## config.mk

```make
export PLATFORM = sky130hd
export DESIGN_NAME = jtframe_blank_prog
export DESIGN_NICKNAME = d
export VERILOG_FILES = /design/src/rtl/jtframe_blank_prog.sv
export SDC_FILE = /design/constraint.sdc
export NUM_CORES = 1
export LEC_CHECK = 0
export BUFFER_PORTS_ARGS = -buffer_cell sky130_fd_sc_hd__buf_2
export CAP_MARGIN = 0
export CORE_UTILIZATION = 60
export DETAILED_ROUTE_END_ITERATION = 10
export HOLD_SLACK_MARGIN = 0.1
export PLACE_DENSITY_LB_ADDON = 0.12
export SLEW_MARGIN = 20
export SYNTH_ARGS = -nofsm -noshare
export SYNTH_HDL_FRONTEND = slang
export SYNTH_SLANG_ARGS = --single-unit
```

## constraint.sdc

```tcl
create_clock -name clk -period 5.3 [get_ports clk]
set_input_delay 0.53 -clock clk [delete_from_list [all_inputs] [get_ports clk]]
set_output_delay 0.53 -clock clk [all_outputs]
set_load 0.01 [all_outputs]
```

## src/rtl/jtframe_blank_prog.sv

```systemverilog
// Programmable ring-buffer delay for colour, blanking and sync, with blank fill
// colour and start-up gating so stale ring contents never reach the outputs.
module jtframe_blank_prog #(
   parameter int MAXDLY = 16,
   parameter int CW     = 4,
   parameter int CH     = 3,
   localparam int AW    = $clog2(MAXDLY),
   localparam int DW    = CH*CW
)(
   input  logic          clk,
   input  logic          rst,
   input  logic          pxl_cen,
   input  logic [AW-1:0] dly,
   input  logic          fill_en,
   input  logic [DW-1:0] fill,
   input  logic          LHBL,
   input  logic          LVBL,
   input  logic          HS,
   input  logic          VS,
   input  logic [DW-1:0] rgb_in,
   output logic          LHBL_dly,
   output logic          LVBL_dly,
   output logic          HS_dly,
   output logic          VS_dly,
   output logic          preLBL,
   output logic [DW-1:0] rgb_out,
   output logic [AW-1:0] dly_act,
   output logic          ready
);

   localparam int EW = DW + 4;
   localparam logic [AW:0] FULL = (AW+1)'(MAXDLY);

   // Entry layout: {HS, VS, LHBL, LVBL, rgb}
   logic [EW-1:0] ring [MAXDLY];

   logic [AW-1:0] wr_ptr_reg, dly_act_reg, rd_ptr;
   logic [AW:0]   fill_cnt_reg;
   logic          lvbl_prev_reg, ready_reg;
   logic          lhbl_dly_reg, lvbl_dly_reg, hs_dly_reg, vs_dly_reg;
   logic [DW-1:0] rgb_out_reg, rgb_blank;
   logic [EW-1:0] cur, tap;
   logic          tap_valid, tap_lbl, vb_fall;

   always_comb begin
      cur       = {HS, VS, LHBL, LVBL, rgb_in};
      rd_ptr    = wr_ptr_reg - dly_act_reg;
      tap       = (dly_act_reg == '0) ? cur : ring[rd_ptr];
      // The tap holds real data once at least dly_act entries precede it
      tap_valid = fill_cnt_reg >= {1'b0, dly_act_reg};
      tap_lbl   = tap[DW+1] & tap[DW];
      vb_fall   = lvbl_prev_reg & ~LVBL;
   end

   generate
      for (genvar gi = 0; gi < CH; gi++) begin : g_blank
         assign rgb_blank[gi*CW +: CW] = tap_lbl ? tap[gi*CW +: CW] :
                                         (fill_en ? fill[gi*CW +: CW] : '0);
      end
   endgenerate

   always_ff @(posedge clk) begin
      if (pxl_cen) ring[wr_ptr_reg] <= cur;
   end

   always_ff @(posedge clk) begin
      if (rst) begin
         wr_ptr_reg    <= '0;
         fill_cnt_reg  <= '0;
         dly_act_reg   <= dly;
         ready_reg     <= 1'b0;
         lvbl_prev_reg <= 1'b0;
         lhbl_dly_reg  <= 1'b0;
         lvbl_dly_reg  <= 1'b0;
         hs_dly_reg    <= 1'b0;
         vs_dly_reg    <= 1'b0;
         rgb_out_reg   <= '0;
      end else if (pxl_cen) begin
         wr_ptr_reg    <= wr_ptr_reg + 1'b1;
         if (fill_cnt_reg != FULL) fill_cnt_reg <= fill_cnt_reg + 1'b1;
         lvbl_prev_reg <= LVBL;
         if (vb_fall) dly_act_reg <= dly;
         ready_reg     <= tap_valid;
         if (tap_valid) begin
            hs_dly_reg   <= tap[DW+3];
            vs_dly_reg   <= tap[DW+2];
            lhbl_dly_reg <= tap[DW+1];
            lvbl_dly_reg <= tap[DW];
            rgb_out_reg  <= rgb_blank;
         end else begin
            hs_dly_reg   <= 1'b0;
            vs_dly_reg   <= 1'b0;
            lhbl_dly_reg <= 1'b0;
            lvbl_dly_reg <= 1'b0;
            rgb_out_reg  <= '0;
         end
      end
   end

   // preLBL is gated like the outputs so it always equals the value about to be latched
   assign preLBL   = tap_valid & tap_lbl;
   assign LHBL_dly = lhbl_dly_reg;
   assign LVBL_dly = lvbl_dly_reg;
   assign HS_dly   = hs_dly_reg;
   assign VS_dly   = vs_dly_reg;
   assign rgb_out  = rgb_out_reg;
   assign dly_act  = dly_act_reg;
   assign ready    = ready_reg;

endmodule

```

======== After elaboration in Yosys (flattened, before gate mapping) ========
Memory sizes are Yosys's and may differ from the RTL's.
Index checks and enable logic that the tools add are counted.
storage, ports and cells
  memories kept ........................... 1
  input bits .............................. 36
  memory bits (writable) .................. 256
  bits in registers ....................... 31
operators by class
  $lt $le $gt $ge ......................... 1
  equal/unequal tests ..................... 1
  reduce and logical (&&, ||, !) cells .... 5
  add/sub/neg operators ................... 3
  multiplexer cells ....................... 17
  bitwise logic cells ..................... 4
memory list
  memory  depth  width  read ports  clocked after memory_dff  write ports  RTL line  RTL
  ring    16     16     1           0                         1            35        logic [EW-1:0] ring [MAXDLY];
operator list
  operator                                                       number
  4-bit 2-to-1 mux                                               9
  16-bit 2-to-1 mux                                              1
  12-bit 2-to-1 mux                                              1
  1-bit 2-to-1 mux                                               6
  5-bit by 1-bit adder with 5-bit output, second input constant  1
  5-bit by 4-bit >= comparator with 1-bit output                 1
  5-bit inequality test, second input constant                   1
  4-bit by 1-bit adder with 4-bit output, second input constant  1
  4-bit zero test                                                1
  2-bit AND reduction                                            2
  2-bit nonzero test                                             2
  4-bit subtractor                                               1
  1-bit bitwise AND                                              3
  1-bit inverter                                                 1

======== Logic depth before layout (Yosys ltp) ========
An unclocked memory read counts as a cell.
  depth after elaboration ................. 6
  mapped depth ............................ 12
  gate-level depth less buffers ........... 10

======== Worst setup path after synthesis ========
No wires, ideal clock.
  path type ............................... register -> output
  start ................................... reg dly_act_reg[0] (netlist: dly_act[0])
  end ..................................... out preLBL
  cell stages (with the launch flop) ...... 11
  path slack .............................. 2.158 ns
  path buffers ............................ 2
  arrival ................................. 2.612 ns
  path through ............................ edfxtp_1 > ha_1 > fa_1 > buf_2 > mux4_2 > mux2_2 > nor4_1 > a211oi_1 > nand2_2 > buf_2 > nor2_1
between the ends
  longest elaborated chain between the ends .. 5
  elaborated cells between the ends (all ways) .. 7
  classes of those cells .................. 1 x add/sub; 1 x order compare; 1 x mux; 2 x bitwise; 1 x reduce/logical; 1 x memory
RTL lines
  element                  RTL line  RTL
  start, declared          37        logic [AW-1:0] wr_ptr_reg, dly_act_reg, rd_ptr;
  start signal, assigned   70        dly_act_reg <= dly;
  start signal, assigned   82        if (vb_fall) dly_act_reg <= dly;
  4-bit subtractor         47        rd_ptr = wr_ptr_reg - dly_act_reg;
  memory read 16 x 16 bit  -
  16-bit 2-to-1 mux        48        tap = (dly_act_reg == '0) ? cur : ring[rd_ptr];
  1-bit bitwise AND        51        tap_lbl = tap[DW+1] & tap[DW];
  1-bit bitwise AND *      101       assign preLBL = tap_valid & tap_lbl;
  end, declared            25        output logic preLBL,
Every way passes the cells marked *; elsewhere a longest branch is shown, timed or not.

======== Worst setup path in the final report ========
  start ................................... reg wr_ptr_reg[0]
  end ..................................... out preLBL
between the ends
  longest elaborated chain between the ends .. 5
RTL lines
  element                  RTL line  RTL
  start, declared          37
  start signal, assigned   79        wr_ptr_reg <= wr_ptr_reg + 1'b1;
  4-bit subtractor         47
  memory read 16 x 16 bit  -
  16-bit 2-to-1 mux        48
  1-bit bitwise AND        51
  1-bit bitwise AND        101
No other way between the ends.

==> implementation parameters <==
Parameter                              Value

Pwr
  Combinational share of power ... 11.8%
  Leakage dissipation ... 4.33 nW
  Clock share of power ... 38.1%
  Sequential group share of total power ... 50.0%
  Total internal power ... 3.89 mW
  Pwr per Cell Area ... 389 nW/um2
  Net switching fraction of the power ... 22.6%
  Worst IR drop on VDD ... 319 uV
  Total net switching power ... 1.14 mW

Synth
  Proportion of netlist area held by the largest area contributor ... 68.0%
  Cells taking the most area after synthesis ... sky130_fd_sc_hd__edfxtp_1 (68%), sky130_fd_sc_hd__mux4_2 (13%), sky130_fd_sc_hd__dfxtp_1 (4.7%), sky130_fd_sc_hd__mux2i_1 (1.8%), sky130_fd_sc_hd__o211ai_1 (1.6%)
  Synthesized netlist cell count ... 603
  Netlist area before placement ... 11500 um2
  Mean instance size in the synthesized netlist ... 19.0 um2
  Number of distinct standard cells referenced by the synthesized netlist ... 39
  Post-synth ARST share ... 0%
  Total nets after synthesis ... 653
  Cell with the most instances after synthesis ... sky130_fd_sc_hd__edfxtp_1
  Number of synthesized flops with an enable pin ... 260
  Flip-flop and latch count after synthesis ... 287
  Count of warnings emitted by yosys ... 0
  Post-synthesis sequential area ratio ... 72.7%
  Top cell types by occurrence after synthesis ... sky130_fd_sc_hd__edfxtp_1 (260), sky130_fd_sc_hd__mux4_2 (64), sky130_fd_sc_hd__dfxtp_1 (27)
  Cell type contributing the most total cell area after synthesis ... sky130_fd_sc_hd__edfxtp_1
  Primary flip-flop cell chosen by synthesis mapping ... sky130_fd_sc_hd__edfxtp_1

Route
  Number of DRC violations after detailed routing ... 0
  DR vias ... 5918
  Violation count after the first detailed-routing iteration ... 449
  Ratio of routed vias to standard cells ... 6.38
  Count of antenna-violating nets left after detailed routing ... 0
  Detailed-route wire length per cell ... 25.4 um
  Number of iterations in the first detailed-routing pass ... 5
  Total wire length after detailed routing ... 23600 um

Flow run
  Max Cap Violations ... 0

Placed design
  Half-perimeter wire length of the detailed placement result ... 13900 um
  Placer congestion estimate ... 0.852
  Number of buffer cells added on primary ports ... 57
  Cell area reported after detailed placement ... 12000 um2

STA
  Transition time of the tightest slew-check pin ... 1.17 ns
  Max transition margin ... 22.2%
  Unrepaired setup endpoints after global routing ... no
  Setup TNS ... 0 ns
  Final min period ... 4.65 ns
  Setup Skew ... 0.00853 ns
  Achievable Freq ... 215 MHz
  Final count of pins violating max slew ... 0
  Final setup violation count ... 0
  Period utilisation layout ... 87.7%
  Number of hold violations in the final report ... 0

Worst setup path
  Maximum cell stage delay along the critical path ... 0.98 ns
  Required time worst endpoint ... 4.77 ns
  Type of the worst setup path ... flip-flop to output port
  Max Fanout on Critical Path ... 25
  Reg2reg start ... wr_ptr_reg[0]
  Cell Chain, Critical Path ... inv_1, ha_4, fa_2, mux4_2, mux2_2, nor4_1, a211oi_1, nand2_2, nor2_1, buf_2
  Cell at the slowest stage of the critical path ... sky130_fd_sc_hd__fa_2
  Worst reg-to-reg setup slack ... 1.59 ns
  Startpoint types ... flip-flop
  RR Endpoint ... rgb_out[7]
  Worst setup EP type ... output port
  Critical path buffer and inverter count ... 2
  Arrival time at the worst endpoint ... 4.12 ns
  Critical path depth ... 10
  R2R cell count ... 10
  Kind of cell adding the most delay to the critical path ... adder cells

Clock network
  TritonCTS sink count ... 287
  Insertion delay of the later-clocked pin in the worst-skew pair ... 0.54 ns
  Clock transition time at the flip-flop clock pins of the worst setup and hold paths ... 0.06 ns
  Number of CTS-inserted buffers ... 29
  Number of levels the H-tree was split into ... 1
  Number of buffers on the longest clock path ... 3
  TritonCTS clock tree ... built
  Number of gates given a new drive strength after cts ... 0
  Post-CTS repair timing setup buffer count ... 0
  Hold_buf cts ... 0
  CTS Root Buffer Type ... sky130_fd_sc_hd__clkbuf_16

Floorplan
  Width of the chip ... 140 um
  Height of the die ... 140 um
  Area of the placeable core ... 18700 um2
  DIE AREA ... 19700 um2
  Count of pins on the block boundary ... 58
  Starting density of the core ... 61.4%
  Site row count ... 50

Finish
  Layout overhead on the synthesized area ... 12.7%
  Fraction of final layout cells with drive strength greater than 1 ... 27.2%
  Diodes inserted ... 0
  Number of nets in the layout ... 722
  Final design area excluding fillers ... 12900 um2
  Flip-flop count of the largest register, all copies and words added ... 256

Hold path
  Class of the most critical hold timing path ... primary input to flip-flop
  Hold Path Depth ... 1
  Critical hold path startpoint ... dly[2]
  Terminating pin of the worst hold path ... dly_act[2]

Global routing
  Overflow after GRT ... 0
  GR Util All Layers ... 25.2%
  Initial antenna violation count ... 1
  Pin count of the biggest net entering global routing ... 27
  First-pass GRT wire length ... 35800 um
  Number of global-route vias before repair ... 5990

Outcome
  Status ... finished clean
[metrics by stage]
stage	utilization, %	std cells	worst slack, ns	power, mW	hold WS, ns
floorplan	-	603	2.16	3.01	0.461
global placement	64.3	874	1.33	3.15	0.457
detailed placement	64.3	874	1.23	3.16	0.467
CTS	69.1	927	0.652	5.07	0.144
global route	69.2	928	0.466	5.19	0.154
finish	69.2	928	0.651	5.03	0.168
[placed cells by master (no fill, tap or decap), types with 16 or more instances in the layout]
cell,count
sky130_fd_sc_hd__nor2_1,20
sky130_fd_sc_hd__clkbuf_16,29
sky130_fd_sc_hd__edfxtp_1,260
sky130_fd_sc_hd__mux2i_1,21
sky130_fd_sc_hd__o211ai_1,24
sky130_fd_sc_hd__buf_2,57
sky130_fd_sc_hd__nand2_1,19
sky130_fd_sc_hd__mux4_2,64
sky130_fd_sc_hd__a21oi_1,16
sky130_fd_sc_hd__dfxtp_1,27
[worst max path at each step]
stage,slack (ns),to,startpoint
after floorplan,2.16,preLBL,dly_act[0]
after global placement,1.33,preLBL,dly_act[0]
after detailed placement,1.23,preLBL,wr_ptr_reg[0]
after CTS,0.65,preLBL,wr_ptr_reg[0]
after global routing,0.47,preLBL,wr_ptr_reg[0]
final,0.65,preLBL,wr_ptr_reg[0]
[cell families after synthesis]
family	share of synthesized area, %
AND/OR/NAND/NOR	4.40
flip-flops	72.7
multiplexers	14.8
AO/OA/AOI/OAI	4.00
adder cells (fa/ha/maj)	1.59
XOR/XNOR	0.828
buffers and inverters	1.73
[power by group through the flow]
stage	Combinational (mW)	Sequential (mW)	Clock, mW
5_1_grt	0.645	2.52	2.02
6_report	0.595	2.52	1.92
3_3_place_gp	0.586	2.56	0
4_1_cts	0.602	2.52	1.95
2_1_floorplan	0.445	2.56	0
3_5_place_dp	0.599	2.56	0
[worst reg2reg max path, cell delays in order (launching register included)]
cell and delay (ns):
sky130_fd_sc_hd__dfxtp_1 0.41, sky130_fd_sc_hd__inv_1 0.14, sky130_fd_sc_hd__ha_4 0.18, sky130_fd_sc_hd__fa_2 0.98
sky130_fd_sc_hd__mux4_2 0.35, sky130_fd_sc_hd__mux2_2 0.15, sky130_fd_sc_hd__nor4_1 0.04, sky130_fd_sc_hd__a211oi_1 0.53
sky130_fd_sc_hd__nand2_2 0.42, sky130_fd_sc_hd__nand4_1 0.26, sky130_fd_sc_hd__o211ai_1 0.11
[layer usage]
layer  wire, um  track usage, %
met5         10               0
met4        617            7.29
met3       1970            5.88
met2      11400            40.4
met1       9630            35.0
[cell type report]
cell class,count,area (um2)
Sequential cell,287,8350
Multi-Input combinational cell,276,2980
Fill cell,1196,5760
Tap cell,234,293
Inverter,8,30.0
Clock buffer,42,825
Timing Repair Buffer,70,390
Clock inverter,11,77.6
Power figures use the tool's default switching activity.
